===== config.mk =====
export PLATFORM = sky130hd
export DESIGN_NAME = lif_spike_encoder_flat
export DESIGN_NICKNAME = d
export VERILOG_FILES = /design/src/rtl/lif_spike_encoder_if.sv /design/src/rtl/lif_spike_encoder.sv /design/src/flat_wrapper.sv
export SDC_FILE = /design/constraint.sdc
export NUM_CORES = 1
export LEC_CHECK = 0
export CORE_AREA = 2 2 95 97
export CTS_CLUSTER_SIZE = 24
export DETAILED_ROUTE_END_ITERATION = 16
export DIE_AREA = 0 0 97 99
export MAX_ROUTING_LAYER = met4
export PLACE_DENSITY = 0.74
export SLEW_MARGIN = 5
export SYNTH_ARGS = -nofsm -noshare
export SYNTH_HDL_FRONTEND = slang
export SYNTH_SLANG_ARGS = --single-unit

===== constraint.sdc =====
create_clock -name clk -period 3.69 [get_ports clk]
set_clock_uncertainty 0.1 [all_clocks]
set_input_delay 0.738 -clock clk [delete_from_list [all_inputs] [get_ports clk]]
set_output_delay 0.738 -clock clk [all_outputs]
set_load 0.02 [all_outputs]

===== src/rtl/lif_spike_encoder_if.sv =====
// Config/start handshake and spike-output bundle between a stimulus source and lif_spike_encoder.
interface lif_spike_encoder_if;
  logic        cfg_valid;
  logic        cfg_ready;
  logic [7:0]  cfg_rate;
  logic        cfg_mode;
  logic [15:0] cfg_count;
  logic        start;
  logic        stop;
  logic        spike;
  logic [7:0]  current;
  logic        busy;
  logic        done;
  logic [15:0] emitted;

  modport master (
    output cfg_valid, cfg_rate, cfg_mode, cfg_count, start, stop,
    input  cfg_ready, spike, current, busy, done, emitted
  );

  modport slave (
    input  cfg_valid, cfg_rate, cfg_mode, cfg_count, start, stop,
    output cfg_ready, spike, current, busy, done, emitted
  );
endinterface


===== src/rtl/lif_spike_encoder.sv =====
// Rate-coded spike generator: phase accumulator or LFSR comparator turns an 8-bit
// intensity into one-cycle current pulses, with an optional refractory gap after each spike.
module lif_spike_encoder #(
  parameter logic [15:0] LFSR_SEED = 16'hACE1,
  parameter int          REFRAC    = 2,
  parameter logic [7:0]  AMP       = 8'd200
) (
  input  logic                clk,
  input  logic                rst,
  lif_spike_encoder_if.slave  bus
);

  typedef enum logic [1:0] {
    ST_IDLE   = 2'd0,
    ST_RUN    = 2'd1,
    ST_REFRAC = 2'd2,
    ST_DONE   = 2'd3
  } state_t;

  localparam logic [7:0] REFRAC_LD  = 8'(REFRAC);
  localparam bit         HAS_REFRAC = (REFRAC > 0);

  state_t      state_r, next_state_s;
  logic [15:0] lfsr_r;
  logic [7:0]  acc_r;
  logic [7:0]  rate_r;
  logic        mode_r;
  logic [15:0] count_r;
  logic [7:0]  rcnt_r;
  logic        spike_r, busy_r, done_r;
  logic [7:0]  current_r;
  logic [15:0] emitted_r;

  logic [8:0]  sum_s;
  logic        hit_s, eval_hit_s, last_s, cfg_ready_s, cfg_fire_s, start_fire_s;
  logic [15:0] emitted_inc_s;

  // Galois right-shift step with taps 16'hB400.
  function automatic logic [15:0] lfsr_next(input logic [15:0] v);
    return v[0] ? ((v >> 1) ^ 16'hB400) : (v >> 1);
  endfunction

  assign sum_s         = {1'b0, acc_r} + {1'b0, rate_r};
  assign hit_s         = mode_r ? (lfsr_r[7:0] < rate_r) : sum_s[8];
  assign emitted_inc_s = emitted_r + 16'd1;
  assign last_s        = (count_r != 16'd0) && (emitted_inc_s == count_r);

  // State register.
  always_ff @(posedge clk or posedge rst) begin
    if (rst) state_r <= ST_IDLE;
    else     state_r <= next_state_s;
  end

  // Next-state logic; stop outranks a same-cycle hit.
  always_comb begin
    next_state_s = state_r;
    case (state_r)
      ST_IDLE: begin
        if (bus.start) next_state_s = ST_RUN;
        else           next_state_s = ST_IDLE;
      end
      ST_RUN: begin
        if (bus.stop)       next_state_s = ST_DONE;
        else if (!hit_s)    next_state_s = ST_RUN;
        else if (last_s)    next_state_s = ST_DONE;
        else if (HAS_REFRAC) next_state_s = ST_REFRAC;
        else                next_state_s = ST_RUN;
      end
      ST_REFRAC: begin
        if (bus.stop)              next_state_s = ST_DONE;
        else if (rcnt_r <= 8'd1)   next_state_s = ST_RUN;
        else                       next_state_s = ST_REFRAC;
      end
      ST_DONE: next_state_s = ST_IDLE;
      default: next_state_s = ST_IDLE;
    endcase
  end

  // Output/strobe decode from the state register.
  always_comb begin
    cfg_ready_s  = (state_r == ST_IDLE);
    cfg_fire_s   = bus.cfg_valid && cfg_ready_s;
    start_fire_s = bus.start && cfg_ready_s;
    eval_hit_s   = (state_r == ST_RUN) && !bus.stop && hit_s;
  end

  // Datapath: LFSR, config latch, accumulator, spike counter, refractory counter.
  always_ff @(posedge clk or posedge rst) begin
    if (rst) begin
      lfsr_r    <= LFSR_SEED;
      acc_r     <= 8'd0;
      rate_r    <= 8'd0;
      mode_r    <= 1'b0;
      count_r   <= 16'd0;
      rcnt_r    <= 8'd0;
      emitted_r <= 16'd0;
    end else begin
      lfsr_r <= lfsr_next(lfsr_r);
      if (cfg_fire_s) begin
        rate_r  <= bus.cfg_rate;
        mode_r  <= bus.cfg_mode;
        count_r <= bus.cfg_count;
      end
      if (start_fire_s) begin
        acc_r     <= 8'd0;
        emitted_r <= 16'd0;
      end else if ((state_r == ST_RUN) && !bus.stop) begin
        acc_r <= sum_s[7:0];
        if (hit_s && (emitted_r != 16'hFFFF)) emitted_r <= emitted_inc_s;
      end
      if (eval_hit_s)                rcnt_r <= REFRAC_LD;
      else if (state_r == ST_REFRAC) rcnt_r <= rcnt_r - 8'd1;
    end
  end

  // Registered outputs; busy/done are timed so busy falls exactly as done rises.
  always_ff @(posedge clk or posedge rst) begin
    if (rst) begin
      spike_r   <= 1'b0;
      current_r <= 8'd0;
      busy_r    <= 1'b0;
      done_r    <= 1'b0;
    end else begin
      spike_r   <= eval_hit_s;
      current_r <= eval_hit_s ? AMP : 8'd0;
      busy_r    <= (next_state_s != ST_IDLE);
      done_r    <= (state_r == ST_DONE);
    end
  end

  assign bus.cfg_ready = cfg_ready_s;
  assign bus.spike     = spike_r;
  assign bus.current   = current_r;
  assign bus.busy      = busy_r;
  assign bus.done      = done_r;
  assign bus.emitted   = emitted_r;

endmodule


===== src/flat_wrapper.sv =====
// flat-port wrapper written by rule: the top's interface ports become plain ports
module lif_spike_encoder_flat 
#(
  parameter logic [15:0] LFSR_SEED = 16'hACE1,
  parameter int          REFRAC    = 2,
  parameter logic [7:0]  AMP       = 8'd200
)
  (clk, rst, bus_cfg_valid, bus_cfg_rate, bus_cfg_mode, bus_cfg_count, bus_start, bus_stop, bus_cfg_ready, bus_spike, bus_current, bus_busy, bus_done, bus_emitted);
  lif_spike_encoder_if bus_i ();
  input  logic clk;
  input  logic rst;
  input wire logic [$bits(bus_i.cfg_valid)-1:0] bus_cfg_valid;
  input wire logic [$bits(bus_i.cfg_rate)-1:0] bus_cfg_rate;
  input wire logic [$bits(bus_i.cfg_mode)-1:0] bus_cfg_mode;
  input wire logic [$bits(bus_i.cfg_count)-1:0] bus_cfg_count;
  input wire logic [$bits(bus_i.start)-1:0] bus_start;
  input wire logic [$bits(bus_i.stop)-1:0] bus_stop;
  output wire logic [$bits(bus_i.cfg_ready)-1:0] bus_cfg_ready;
  output wire logic [$bits(bus_i.spike)-1:0] bus_spike;
  output wire logic [$bits(bus_i.current)-1:0] bus_current;
  output wire logic [$bits(bus_i.busy)-1:0] bus_busy;
  output wire logic [$bits(bus_i.done)-1:0] bus_done;
  output wire logic [$bits(bus_i.emitted)-1:0] bus_emitted;
  assign bus_i.cfg_valid = bus_cfg_valid;
  assign bus_i.cfg_rate = bus_cfg_rate;
  assign bus_i.cfg_mode = bus_cfg_mode;
  assign bus_i.cfg_count = bus_cfg_count;
  assign bus_i.start = bus_start;
  assign bus_i.stop = bus_stop;
  assign bus_cfg_ready = bus_i.cfg_ready;
  assign bus_spike = bus_i.spike;
  assign bus_current = bus_i.current;
  assign bus_busy = bus_i.busy;
  assign bus_done = bus_i.done;
  assign bus_emitted = bus_i.emitted;
  lif_spike_encoder #(.LFSR_SEED(LFSR_SEED), .REFRAC(REFRAC), .AMP(AMP)) u_core (.clk(clk), .rst(rst), .bus(bus_i));
endmodule

=== Word level (Yosys, flattened, before mapping) ===
Cells that the tools add are included.

* Output and inout port bits: 28
* Register bits: 86
* Input bits: 30
* Word-level logic and storage cells: 54

* Multiplexer cells: 17
* Add/subtract/negate cells: 3
* Equal/unequal tests: 5
* Magnitude comparators: 2
* Bitwise operators: 1
* Reductions and logical operators: 14

{| class="wikitable"
|+ Operators with widths
! kind !! count
|-
| $mux W16 || 4
|-
| $mux W8 || 5
|-
| $add A16 B1 Y16 const B || 1
|-
| $eq A16 B16 Y1 || 1
|-
| $ne A16 B16 Y1 const B || 1
|-
| $reduce_bool A16 Y1 || 1
|-
| $add A8 B8 Y9 || 1
|-
| $le A8 B1 Y1 const B || 1
|-
| $lt A8 B8 Y1 || 1
|-
| $mux W2 || 4
|-
| $pmux W2 S4 || 1
|-
| $reduce_bool A2 Y1 || 4
|-
| $sub A8 B1 Y8 const B || 1
|-
| $logic_and A1 B1 Y1 || 6
|-
| $eq A2 B2 Y1 const B || 2
|-
| $not A3 Y4 || 1
|-
| $mux W1 || 3
|-
| $eq A2 B1 Y1 const B || 1
|-
| $logic_not A2 Y1 || 1
|-
| $reduce_and A2 Y1 || 1
|-
| $logic_not A1 Y1 || 1
|}

=== Logic depth before layout (Yosys ltp) ===
* Depth after elaboration: 8
* Depth in mapped cells: 11
* Depth with buffers taken out: 9

=== Worst setup path after synthesis ===
Ideal clock, no wire load.

* Kind: reg2reg
* Start point: register u_core.rate_r[0]
* End point: register u_core.emitted_r[14] (netlist: u_core.bus.emitted[14])
* Library setup time: 0.124 ns
* Period minus slack after synthesis: 2.622 ns
* Buffers on the path: 1
* Slack: 1.068 ns
* Stages on the path, launching flop included: 11
* Data required time: 3.466 ns
* Arrival time: 2.398 ns
* Path through: dfrtp_1 ha_1 fa_1 a211oi_2 o21bai_1 a211o_1 o21ai_2 inv_2 buf_4 and3_1 a211o_1

* Cells in the longest elaborated chain, start to end: 5
* Elaborated cells between the ends (all ways): 6
* Classes of those cells: add/sub: 1; order compare: 1; mux: 1; reduce/logical: 3

{| class="wikitable"
|+ Ends and longest elaborated chain
! what !! RTL line !! RTL
|-
| start: declaration || lif_spike_encoder.sv:26 || <nowiki>logic [7:0] rate_r;</nowiki>
|-
| start signal: assignment || lif_spike_encoder.sv:100 || <nowiki>rate_r <= bus.cfg_rate;</nowiki>
|-
| $add A8 B8 Y9 or $lt A8 B8 Y1 (tied branches) || lif_spike_encoder.sv:43, lif_spike_encoder.sv:44 ||
|-
| $mux W1 (*) || lif_spike_encoder.sv:44 || <nowiki>assign hit_s = mode_r ? (lfsr_r[7:0] < rate_r) : sum_s[8];</nowiki>
|-
| $logic_and A1 B1 Y1 (*) || lif_spike_encoder.sv:109 || <nowiki>if (hit_s && (emitted_r != 16'hFFFF)) emitted_r <= emitted_inc_s;</nowiki>
|-
| $reduce_bool A2 Y1 (no line) (*) || n/a ||
|-
| $reduce_and A2 Y1 (no line) (*) || n/a ||
|-
| end signal: assignment || lif_spike_encoder.sv:109 ||
|-
| end: declaration || lif_spike_encoder.sv:32 || <nowiki>logic [15:0] emitted_r;</nowiki>
|}

Every way passes the cells marked *; elsewhere a longest branch is shown, timed or not.
A chain may end at the register's enable or synchronous reset.

=== Worst setup path after layout ===
* Start point: register u_core.rate_r[0]
* End point: register u_core.emitted_r[11] (netlist: u_core.bus.emitted[11])

Same word-level chain as after synthesis.

==> impl_metrics.json <==
{
  "status": "finished clean",
  "syn_inst": 406,
  "synth_edf_count": 0,
  "initial_core_util_pct": 49.25,
  "core.rowCount": 34,
  "via_per_inst": 5.721,
  "finalSetupViolations": 0,
  "hp-class": "flip-flop to flip-flop",
  "io_buffers": 52,
  "ioPinCount": 58,
  "hp-start": "u_core.lfsr_r[8]",
  "area_delta_synth_final_pct": 18.15,
  "reg2regPathDepth": 9,
  "seq_area_frac_synth_pct": 46.58,
  "grt_max_degree": 48,
  "worstSetupPathType": "flip-flop to flip-flop",
  "ys.flop_type": "dfrtp_1",
  "hpwl_um": 6698,
  "synth_fa_ha_area_share_pct": 5.823,
  "hold_viol": 0,
  "place.gp.congestion": 0.9466,
  "cts_root_buf": "clkbuf_8",
  "ys_types": 56,
  "async_flop_share_pct": 100.0,
  "die_area_um2": 9603,
  "start_kind": "flip-flop",
  "fin_cells": 563,
  "cpPeakStageDelay_ns": 0.47,
  "core_area_um2": 8551,
  "min_to": "u_core.lfsr_r[7]",
  "clock_latency_ns": 0.37,
  "seq_area_um2": 1962,
  "nNetsFinal": 499,
  "irDropWorstVdd_mv": 0.2540,
  "grt.total_usage_pct": 21.24,
  "setup_ws_ns": 0.6713,
  "antenna_found_initial": 0,
  "reg2reg_slack_ns": 0.67,
  "cts_resized": 0,
  "leakagePower_nw": 2.175,
  "initialDrtViolationCount": 175,
  "synth.cell_area_um2": 4212,
  "cts_made_buffers": 9,
  "dpl_cell_area_um2": 4766,
  "critical-path-top-delay-family": "compound AO/OA/AOI/OAI gates",
  "synth_seq_cells": 78,
  "routed_wl_um": 9174,
  "cts_hold_buf": 0,
  "fill_cells": 735,
  "antenna_cells": 0,
  "synth.area.mux_share_pct": 5.080,
  "crit_chain": "ha_1, fa_1, a211oi_2, o21bai_1, a211o_1, o21ai_2, inv_2, a21boi_2, a221o_1",
  "period_share_pct": 81.81,
  "finalPower_w": 0.003368,
  "synth_xor_area_share_pct": 7.903,
  "max_freq_ghz": 0.3313,
  "stdcell_area_um2": 4976,
  "rsz0062_at_grt": "no",
  "cap_violations": 0,
  "path_buf_inv": 1,
  "drive_gt1_share_pct": 12.09,
  "dr.pass1.iters": 4,
  "synth_simple_gate_area_share_pct": 15.21,
  "grt_overflow_total": 0,
  "postCtsSetupBuffers": 0,
  "ant_nets": 0,
  "synth-compound-area-share_pct": 13.93,
  "ys_warn_count": 0,
  "wl_per_cell_um": 16.29,
  "reg2reg_from": "u_core.rate_r[0]",
  "clock_path_buffers": 2,
  "arrival_ns": 3.21,
  "cts.sinks": 78,
  "multi_input_area_um2": 2038,
  "cts_max_level": 3,
  "max_slew_margin_pct": 51.02,
  "tritoncts": "built",
  "fp.dieW_um": 97,
  "holdPathStages": 0,
  "grt_pass1_vias": 3244,
  "synth_top_family_by_area": "simple AND/OR/NAND/NOR gates",
  "tns_ns": 0,
  "power.density_nw_per_um2": 676.8,
  "drv_slew": 0,
  "die_h_um": 99,
  "dp.cells": 547,
  "reg2reg_to": "u_core.bus.emitted[11]",
  "required_ns": 3.89,
  "path_max_fanout": 20,
  "post-place-ws_ns": 0.7217,
  "tightest_slew_ns": 0.7347,
  "grt_pass1_wl_um": 15970,
  "path_clk_slew_ns": 0.10,
  "critPathCaptureType": "flip-flop",
  "drc": 0,
  "post-route-min-period_ns": 3.019,
  "slowest_stage": "a21boi_2",
  "syn_area_per_cell_um2": 10.37,
  "via_count": 3221
}
power by group:
part           total (W)  internal (W)  switching (W)
registers        0.00134       0.00110       0.000239
logic            0.00135      0.000654       0.000698
clock network   0.000679      0.000328       0.000352
total            0.00337       0.00208        0.00129
flip-flops by register name (all words and copies together), names as in the netlist, 2 cells and up:
register and cells:
u_core.bus.emitted 16, u_core.acc_r 8, u_core.lfsr_r 16, u_core.state_r 2
u_core.rate_r 8, u_core.count_r 16, u_core.rcnt_r 8
worst reg2reg max path, stage by stage, from the launching register on:
cell and delay [ns]:
dfrtp_1 0.41, ha_1 0.23, fa_1 0.44, a211oi_2 0.23, o21bai_1 0.13, a211o_1 0.32
o21ai_2 0.19, inv_2 0.18, a21boi_2 0.47, a221o_1 0.25
area by class of cell:
| cell class | instances | area share [%] |
|---|---|---|
| Clock buffer | 9 | 2.489 |
| Clock inverter | 7 | 1.735 |
| Inverter | 18 | 1.358 |
| Multi-Input combinational cell | 287 | 40.96 |
| Sequential cell | 78 | 39.43 |
| Tap cell | 108 | 2.716 |
| Timing Repair Buffer | 56 | 11.32 |
synth_stat cells, types with 2 or more instances:
master    instances  area [um^2]
o21bai_1          3        22.52
nand3b_1          2        15.01
inv_1            17        63.81
nand2_1          26        97.59
a22o_1            9        78.83
mux2_2           19        214.0
dfstp_2           8        210.2
a221o_1           6        60.06
nor4_1            8        50.05
or3_1             3        18.77
o21ai_0          22        110.1
nor3b_1           3        22.52
a21o_1            4        30.03
a211oi_1          2        15.01
a211o_1           3        26.28
and3_1            4        25.02
a31oi_1           4        25.02
and2_1            3        18.77
nand4_1           8        50.05
a21oi_1          15        75.07
nor3_1           11        55.05
nand2b_1          3        18.77
xnor2_1          23        201.4
o211ai_1          4        30.03
dfrtp_1          70         1752
nor2_1           25        93.84
and4_1            2        17.52
buf_2            10        50.05
clkbuf_1          6        22.52
xor2_1           15        131.4
ha_1             18        225.2
buf_4            10        75.07
nand3_1          12        60.06
or4_1             2        15.01
nor2b_1           4        25.02
a311oi_1          2        17.52
stage by stage:
stage,hold slack (ns),utilization (%)
3_3_place_gp,0.2356,55.74
5_1_grt,0.2718,58.19
4_1_cts,0.2639,58.19
6_report,0.2604,58.19
2_1_floorplan,0.2312,-
3_5_place_dp,0.2431,55.74
routing by layer:
metal / vias up / share of wire (%) / track usage [%]
met4: 0 / 2.1 / 8.234
met3: 17 / 5.1 / 4.326
met1: 1577 / 46 / 28.43
met2: 94 / 47 / 32.05
li1: 1533 / - / -
met5: - / 0 / -
cell families after synthesis:
logic type | Yosys count
buffers and inverters | 45
adders and majority gates | 19
AOI/OAI and AO/OA | 84
muxes | 19
and+or+nand+nor | 122
other | 1
DFF | 78
xor gates and xnor gates | 38
worst max-delay path by stage:
stage,cells past startpoint,from,to
6_report,9,u_core.rate_r[0],u_core.bus.emitted[11]
4_1_cts,9,u_core.rate_r[0],u_core.bus.emitted[0]
5_1_grt,9,u_core.rate_r[0],u_core.bus.emitted[11]
2_1_floorplan,1,rst,u_core.acc_r[0]
3_3_place_gp,9,u_core.rate_r[0],u_core.bus.emitted[0]
3_5_place_dp,9,u_core.rate_r[0],u_core.bus.emitted[0]
cell usage in the layout, fill, tap and decap left out, drive strengths merged, types with 2 or more instances in the layout:
| master | n |
|---|---|
| and4 | 2 |
| a311oi | 2 |
| a21oi | 15 |
| nand4 | 8 |
| nor4 | 8 |
| buf | 4 |
| nor2 | 25 |
| a21o | 4 |
| conb | 5 |
| clkbuf | 9 |
| nor3b | 3 |
| a221o | 6 |
| dfstp | 8 |
| xnor2 | 23 |
| or4 | 2 |
| ha | 18 |
| xor2 | 15 |
| and3 | 4 |
| nand3b | 2 |
| o21ai | 24 |
| dfrtp | 70 |
| nand3 | 12 |
| a31oi | 4 |
| clkdlybuf4s50 | 52 |
| and2 | 3 |
| nor3 | 11 |
| a211oi | 3 |
| a211o | 3 |
| nand2 | 26 |
| inv | 22 |
| a22o | 9 |
| o21bai | 3 |
| o211ai | 4 |
| mux2 | 19 |
| nand4b | 2 |
| or3 | 3 |
| nand2b | 3 |
| nor2b | 4 |
Note: power is estimated with default switching activity, not from simulation.
==> RTL change 1, RTL diff (config.mk and constraints unchanged) <==
`AMP` is set to 8'd200 in 2 places; all go to 8'd150.
--- a/src/rtl/lif_spike_encoder.sv
+++ b/src/rtl/lif_spike_encoder.sv
@@ -4,5 +4,5 @@
   parameter logic [15:0] LFSR_SEED = 16'hACE1,
   parameter int          REFRAC    = 2,
-  parameter logic [7:0]  AMP       = 8'd200
+  parameter logic [7:0]  AMP       = 8'd150
 ) (
   input  logic                clk,
--- a/src/flat_wrapper.sv
+++ b/src/flat_wrapper.sv
@@ -4,5 +4,5 @@
   parameter logic [15:0] LFSR_SEED = 16'hACE1,
   parameter int          REFRAC    = 2,
-  parameter logic [7:0]  AMP       = 8'd200
+  parameter logic [7:0]  AMP       = 8'd150
 )
   (clk, rst, bus_cfg_valid, bus_cfg_rate, bus_cfg_mode, bus_cfg_count, bus_start, bus_stop, bus_cfg_ready, bus_spike, bus_current, bus_busy, bus_done, bus_emitted);
Check against the original RTL: not equivalent (a bounded check fails within 4 cycles, from zero or initial values and one cycle with rst high).
==> RTL change 1 against the original RTL <==
Sequential cell count stayed put; worst setup slack better by 0.17 ns; power is 8.9% higher; wire length is 1.5% lower; cell area is 0.58% higher; first-iteration DRC count is 5.7% lower; area after synthesis is 0.86% lower; critical path type unchanged; critical endpoint is now u_core.bus.emitted[8]$_DFFE_PP0P_.
==> RTL change 1: results (changes against the original RTL) <==
| Metric | Value |
|---|---|
| GRT Total Usage | `20.2% (-1.1 points)` |
| Final std cells w/o fill | `571 (+1.4%)` |
| Reg-to-Reg Start | `u_core.bus.emitted[0]$_DFFE_PP0P_` |
| Multi-input gate area | `2030 sq um (-0.61%)` |
| Worst vdd ir | `0.392 mV (+54%)` |
| Switch Pwr | `1.41 mW (+9.7%)` |
| Met1 Routed Length | `4010 um (-4.0%)` |
| Pre-antenna DRT Iters | `4 (unchanged)` |
| Mapped Avg Cell Area | `10.2 sq um (-1.3%)` |
| Met3 WL post-DR | `426 um (-8.2%)` |
| Nets@finish | `507 (+1.6%)` |
| Tot Pwr | `3.67 mW (+8.9%)` |
| Setup Buffers After CTS | `0 (unchanged)` |
| Place WS | `0.744 ns (+0.0225 ns)` |
| Placed Area | `4790 sq um (+0.50%)` |
| WL per Instance | `15.8 um (-2.8%)` |
| Initial antenna violation count | `0 (unchanged)` |
| Synth top area cells | `dfrtp_1 42%, ha_1 5.4%, mux2_2 5.1%, dfstp_2 5.0%, xnor2_1 4.8%` |
| CTS clk-pin slew, worst paths | `0.08 ns (-0.02 ns)` |
| WP data arrival | `3.04 ns (-0.17 ns)` |
| Cells resized by post-CTS repair | `0 (unchanged)` |
| Leakage | `2.17 nW (about the same)` |
| Maximum fanout along the worst path | `24 (+20%)` |
| Synth top cells by count | `70 x dfrtp_1, 34 x o21ai_0, 27 x nand2_1, 24 x nor2_1, 23 x xnor2_1` |
| Largest net degree at the start of global routing | `44 (-8.3%)` |
| R2R depth | `8 (-1)` |
| Status | `completed` |
| Share of total power in the clock network | `19.0% (-1.2 points)` |
| Worst hold stages | `0 (unchanged)` |
| Distinct cells, synth | `54 (-3.6%)` |
| Clock Tree Buf Depth | `2 (unchanged)` |
| Post-DP HPWL | `6740 um (+0.63%)` |
| N_diodes | `0 (unchanged)` |
| Clock latency on the worst-skew pair | `0.35 ns (-0.02 ns)` |
| Placed Cells | `555 (+1.5%)` |
| Worst Hold Class | `reg -> reg` |
| Comb pwr share | `42.3% (+2.1 points)` |
| First-pass GRT wire length | `15,000 um (-5.8%)` |
| Highest metal used | `met4` |
| IO buf count | `53 (+1.9%)` |
| CP Class | `reg -> reg` |
| Vias in the first global route | `3,090 (-4.7%)` |
| Vias per Instance | `5.57 (-2.6%)` |
| Sequential fraction of the synthesis area | `47.0% (+0.40 points)` |
| Relative max-transition margin | `50.1% (-0.92 points)` |
| Filler instances | `740 (+0.68%)` |
| Layout cell share with drive strength beyond 1 | `12.7% (+0.66 points)` |
| Syn. warnings | `0 (unchanged)` |
| Routability Congestion | `0.987 (+4.3%)` |
| Number of DRC markers in iteration 0 | `165 (-5.7%)` |
| Routed length on met2 | `4440 um (+2.6%)` |
-- RTL change 1: worst max-delay path, stage by stage (launching register included) --
cell and delay (ns):
dfrtp_1 0.49, ha_1 0.33, nand4_2 0.16, nor4_1 0.53
nand3_1 0.20, nor3b_2 0.19, buf_4 0.22, a21oi_1 0.34
a221o_1 0.23
-- RTL change 1: routing by layer --
layer	global-route usage (%)	vias up
li1	-	1544
met1	25.1	1544
met2	33.0	84
met3	4.33	9
met4	6.72	0
met5	-	-
-- RTL change 1: final timing paths --
check,slack (ns),end
hold / removal,0.26,u_core.lfsr_r[7]$_DFF_PP1_
min in group asynchronous,0.60,u_core.rcnt_r[3]$_DFFE_PP0P_
hold reg to reg,0.26,u_core.lfsr_r[7]$_DFF_PP1_
max in group asynchronous,2.28,u_core.lfsr_r[7]$_DFF_PP1_
setup / recovery,0.84,u_core.bus.emitted[8]$_DFFE_PP0P_
setup reg to reg,0.84,u_core.bus.emitted[8]$_DFFE_PP0P_
-- RTL change 1: area by class of cell --
cell class	instances	area share (%)
clock buffer	10	2.55
timing repair buffer	59	11.8
clock inverter	6	1.75
sequential	78	39.2
tap	108	2.70
multi-input combinational	289	40.5
inverter	21	1.57
-- RTL change 1: cell families (layout without fill, tap and decap cells) --
group	Yosys count	after routing	synth area share, %
buf+inv	44	96	4.88
fa+ha+maj	19	19	5.87
compound gates	87	87	13.4
simple gates	122	122	15.6
mux	21	21	5.60
other cells	1	4	0.0898
xor+xnor	36	36	7.55
flops	78	78	47.0
==> RTL change 2, RTL diff (config.mk and constraints unchanged) <==
Made on the original files. Encoding of `state_t`: now one-hot (4 bits for 4 states).
--- a/src/rtl/lif_spike_encoder.sv
+++ b/src/rtl/lif_spike_encoder.sv
@@ -11,9 +11,9 @@
 );
 
-  typedef enum logic [1:0] {
-    ST_IDLE   = 2'd0,
-    ST_RUN    = 2'd1,
-    ST_REFRAC = 2'd2,
-    ST_DONE   = 2'd3
+  typedef enum logic [3:0] {
+    ST_IDLE   = 4'b0001,
+    ST_RUN    = 4'b0010,
+    ST_REFRAC = 4'b0100,
+    ST_DONE   = 4'b1000
   } state_t;
 
Check against the original RTL: same outputs for any inputs over 10 cycles, from zero or initial values and one cycle with rst high; not proved beyond that.
==> RTL change 2 against the original RTL <==
Area after synthesis grew 9.4%; power shrank 0.79%; worst setup slack gained 0.0043 ns; first-iteration DRC count grew 1.1%; largest power group is now sequential cells; utilization grew 4.3 points; cell area grew 7.4%; sequential share of layout area shrank 1.8 points; sequential cell count grew 2; sequential power grew 3%; critical endpoint is now u_core.bus.emitted[7]$_DFFE_PP0P_; wire length grew 11%; critical path depth grew 1; fmax grew 0.14%.
==> RTL change 2: results (changes against the original RTL) <==
| Metric | Value |
|---|---|
| Routability Congestion | `0.907 (-4.2%)` |
| Initial antenna violation count | `0 (unchanged)` |
| Filler instances | `695 (-5.4%)` |
| Routed length on met2 | `4620 um (+6.6%)` |
| Synth top area cells | `dfrtp_1 39%, mux2_2 6.1%, dfstp_2 5.1%, ha_1 4.9%, xnor2_1 3.8%` |
| Met3 WL post-DR | `493 um (+6.3%)` |
| Number of non-clock inverters | `23 (+5)` |
| Status | `completed` |
| Slew @ Worst Pin | `0.635 ns (-0.100 ns)` |
| Maximum fanout along the worst path | `19 (-5.0%)` |
| Flops & latches, synth | `80 (+2.6%)` |
| GRT Total Usage | `23.2% (+2.0 points)` |
| Placed Area | `5130 sq um (+7.6%)` |
| Vias in the first global route | `3,417 (+5.3%)` |
| Syn. warnings | `0 (unchanged)` |
| Synth Area in XOR/XNOR | `6.24% (-1.7 points)` |
| Leakage | `2.31 nW (+6.0%)` |
| Number of DRC markers in iteration 0 | `177 (+1.1%)` |
| Hold EP | `u_core.lfsr_r[8]$_DFF_PP0_` |
| Largest net degree at the start of global routing | `55 (+15%)` |
| Post-DP HPWL | `7410 um (+11%)` |
| Worst hold slack | `0.254 ns (-0.00627 ns)` |
| Clock-cell share of area | `4.03% (-0.20 points)` |
| Distinct cells, synth | `77 (+38%)` |
| #MultiIn Comb | `309 (+7.7%)` |
| Clkbuf count | `11 (+2)` |
| CTS tree | `yes` |
| Worst vdd ir | `0.336 mV (+32%)` |
| Fraction of area in multi-input gates | `43.7% (+2.8 points)` |
| Compound-Gate Fraction of Synth Area | `13.7% (-0.23 points)` |
| Multiplexer area fraction after synthesis | `6.98% (+1.9 points)` |
| Met1 Routed Length | `4880 um (+17%)` |
| Place WS | `0.798 ns (+0.0768 ns)` |
| Layout cell share with drive strength beyond 1 | `15.7% (+3.6 points)` |
| Nets@finish | `527 (+5.6%)` |
| Post-Synthesis Cells | `437 (+7.6%)` |
| Hold Startpoint | `u_core.lfsr_r[9]$_DFF_PP0_` |
| Sequential fraction of the synthesis area | `43.7% (-2.9 points)` |
| WL per Instance | `17.2 um (+5.7%)` |
| NonClk Buf Share | `10.4% (-0.92 points)` |
| Fin worst setup slack | `0.676 ns (+0.00432 ns)` |
| Seq/total area | `37.7% (-1.8 points)` |
| R2R depth | `10 (+1)` |
| First-pass GRT wire length | `17,300 um (+8.5%)` |
| WP data arrival | `3.20 ns (about the same)` |
| Final std cells w/o fill | `591 (+5.0%)` |
| Post-synthesis adder-cell area fraction | `5.32% (-0.50 points)` |
| Placed Cells | `575 (+5.1%)` |
| Synth top cells by count | `71 x dfrtp_1, 27 x nand2_1, 25 x mux2_2, 22 x inv_1, 22 x nor2_1` |
| Worst setup path endpoint | `u_core.bus.emitted[7]$_DFFE_PP0P_` |
| Vias per Instance | `5.89 (+3.0%)` |
| Power per cell area | `625 nW/um^2 (-7.6%)` |
==> RTL change 2: worst max-delay path, cell delays in order, from the launching register on <==
cell	delay, ns
dfrtp_1	0.42
ha_1	0.24
fa_1	0.44
a211oi_2	0.27
o21ai_1	0.14
and3_1	0.21
o31ai_4	0.17
buf_4	0.24
inv_4	0.13
a21oi_2	0.35
a221o_1	0.23
==> RTL change 2: kinds of logic (layout without fill, tap and decap cells) <==
kind of cell / count (synthesis) / after routing
simple gates: 142 / 142
other cells: 1 / 5
flops: 80 / 80
xor+xnor: 32 / 32
buf+inv: 52 / 94
mux: 29 / 29
fa+ha+maj: 19 / 19
compound gates: 82 / 82
==> RTL change 2: report_power, final <==
group,leakage [nW],switching (mW),internal [mW]
Clock,0.106,0.337,0.354
Combinational,1.19,0.652,0.617
Sequential,1.01,0.254,1.13
==> RTL change 2: metal layers <==
metal / vias up / GRT usage (%)
met4: 0 / 8.88
met3: 17 / 3.33
li1: 1667 / -
met5: - / -
met2: 99 / 33.9
met1: 1699 / 32.9
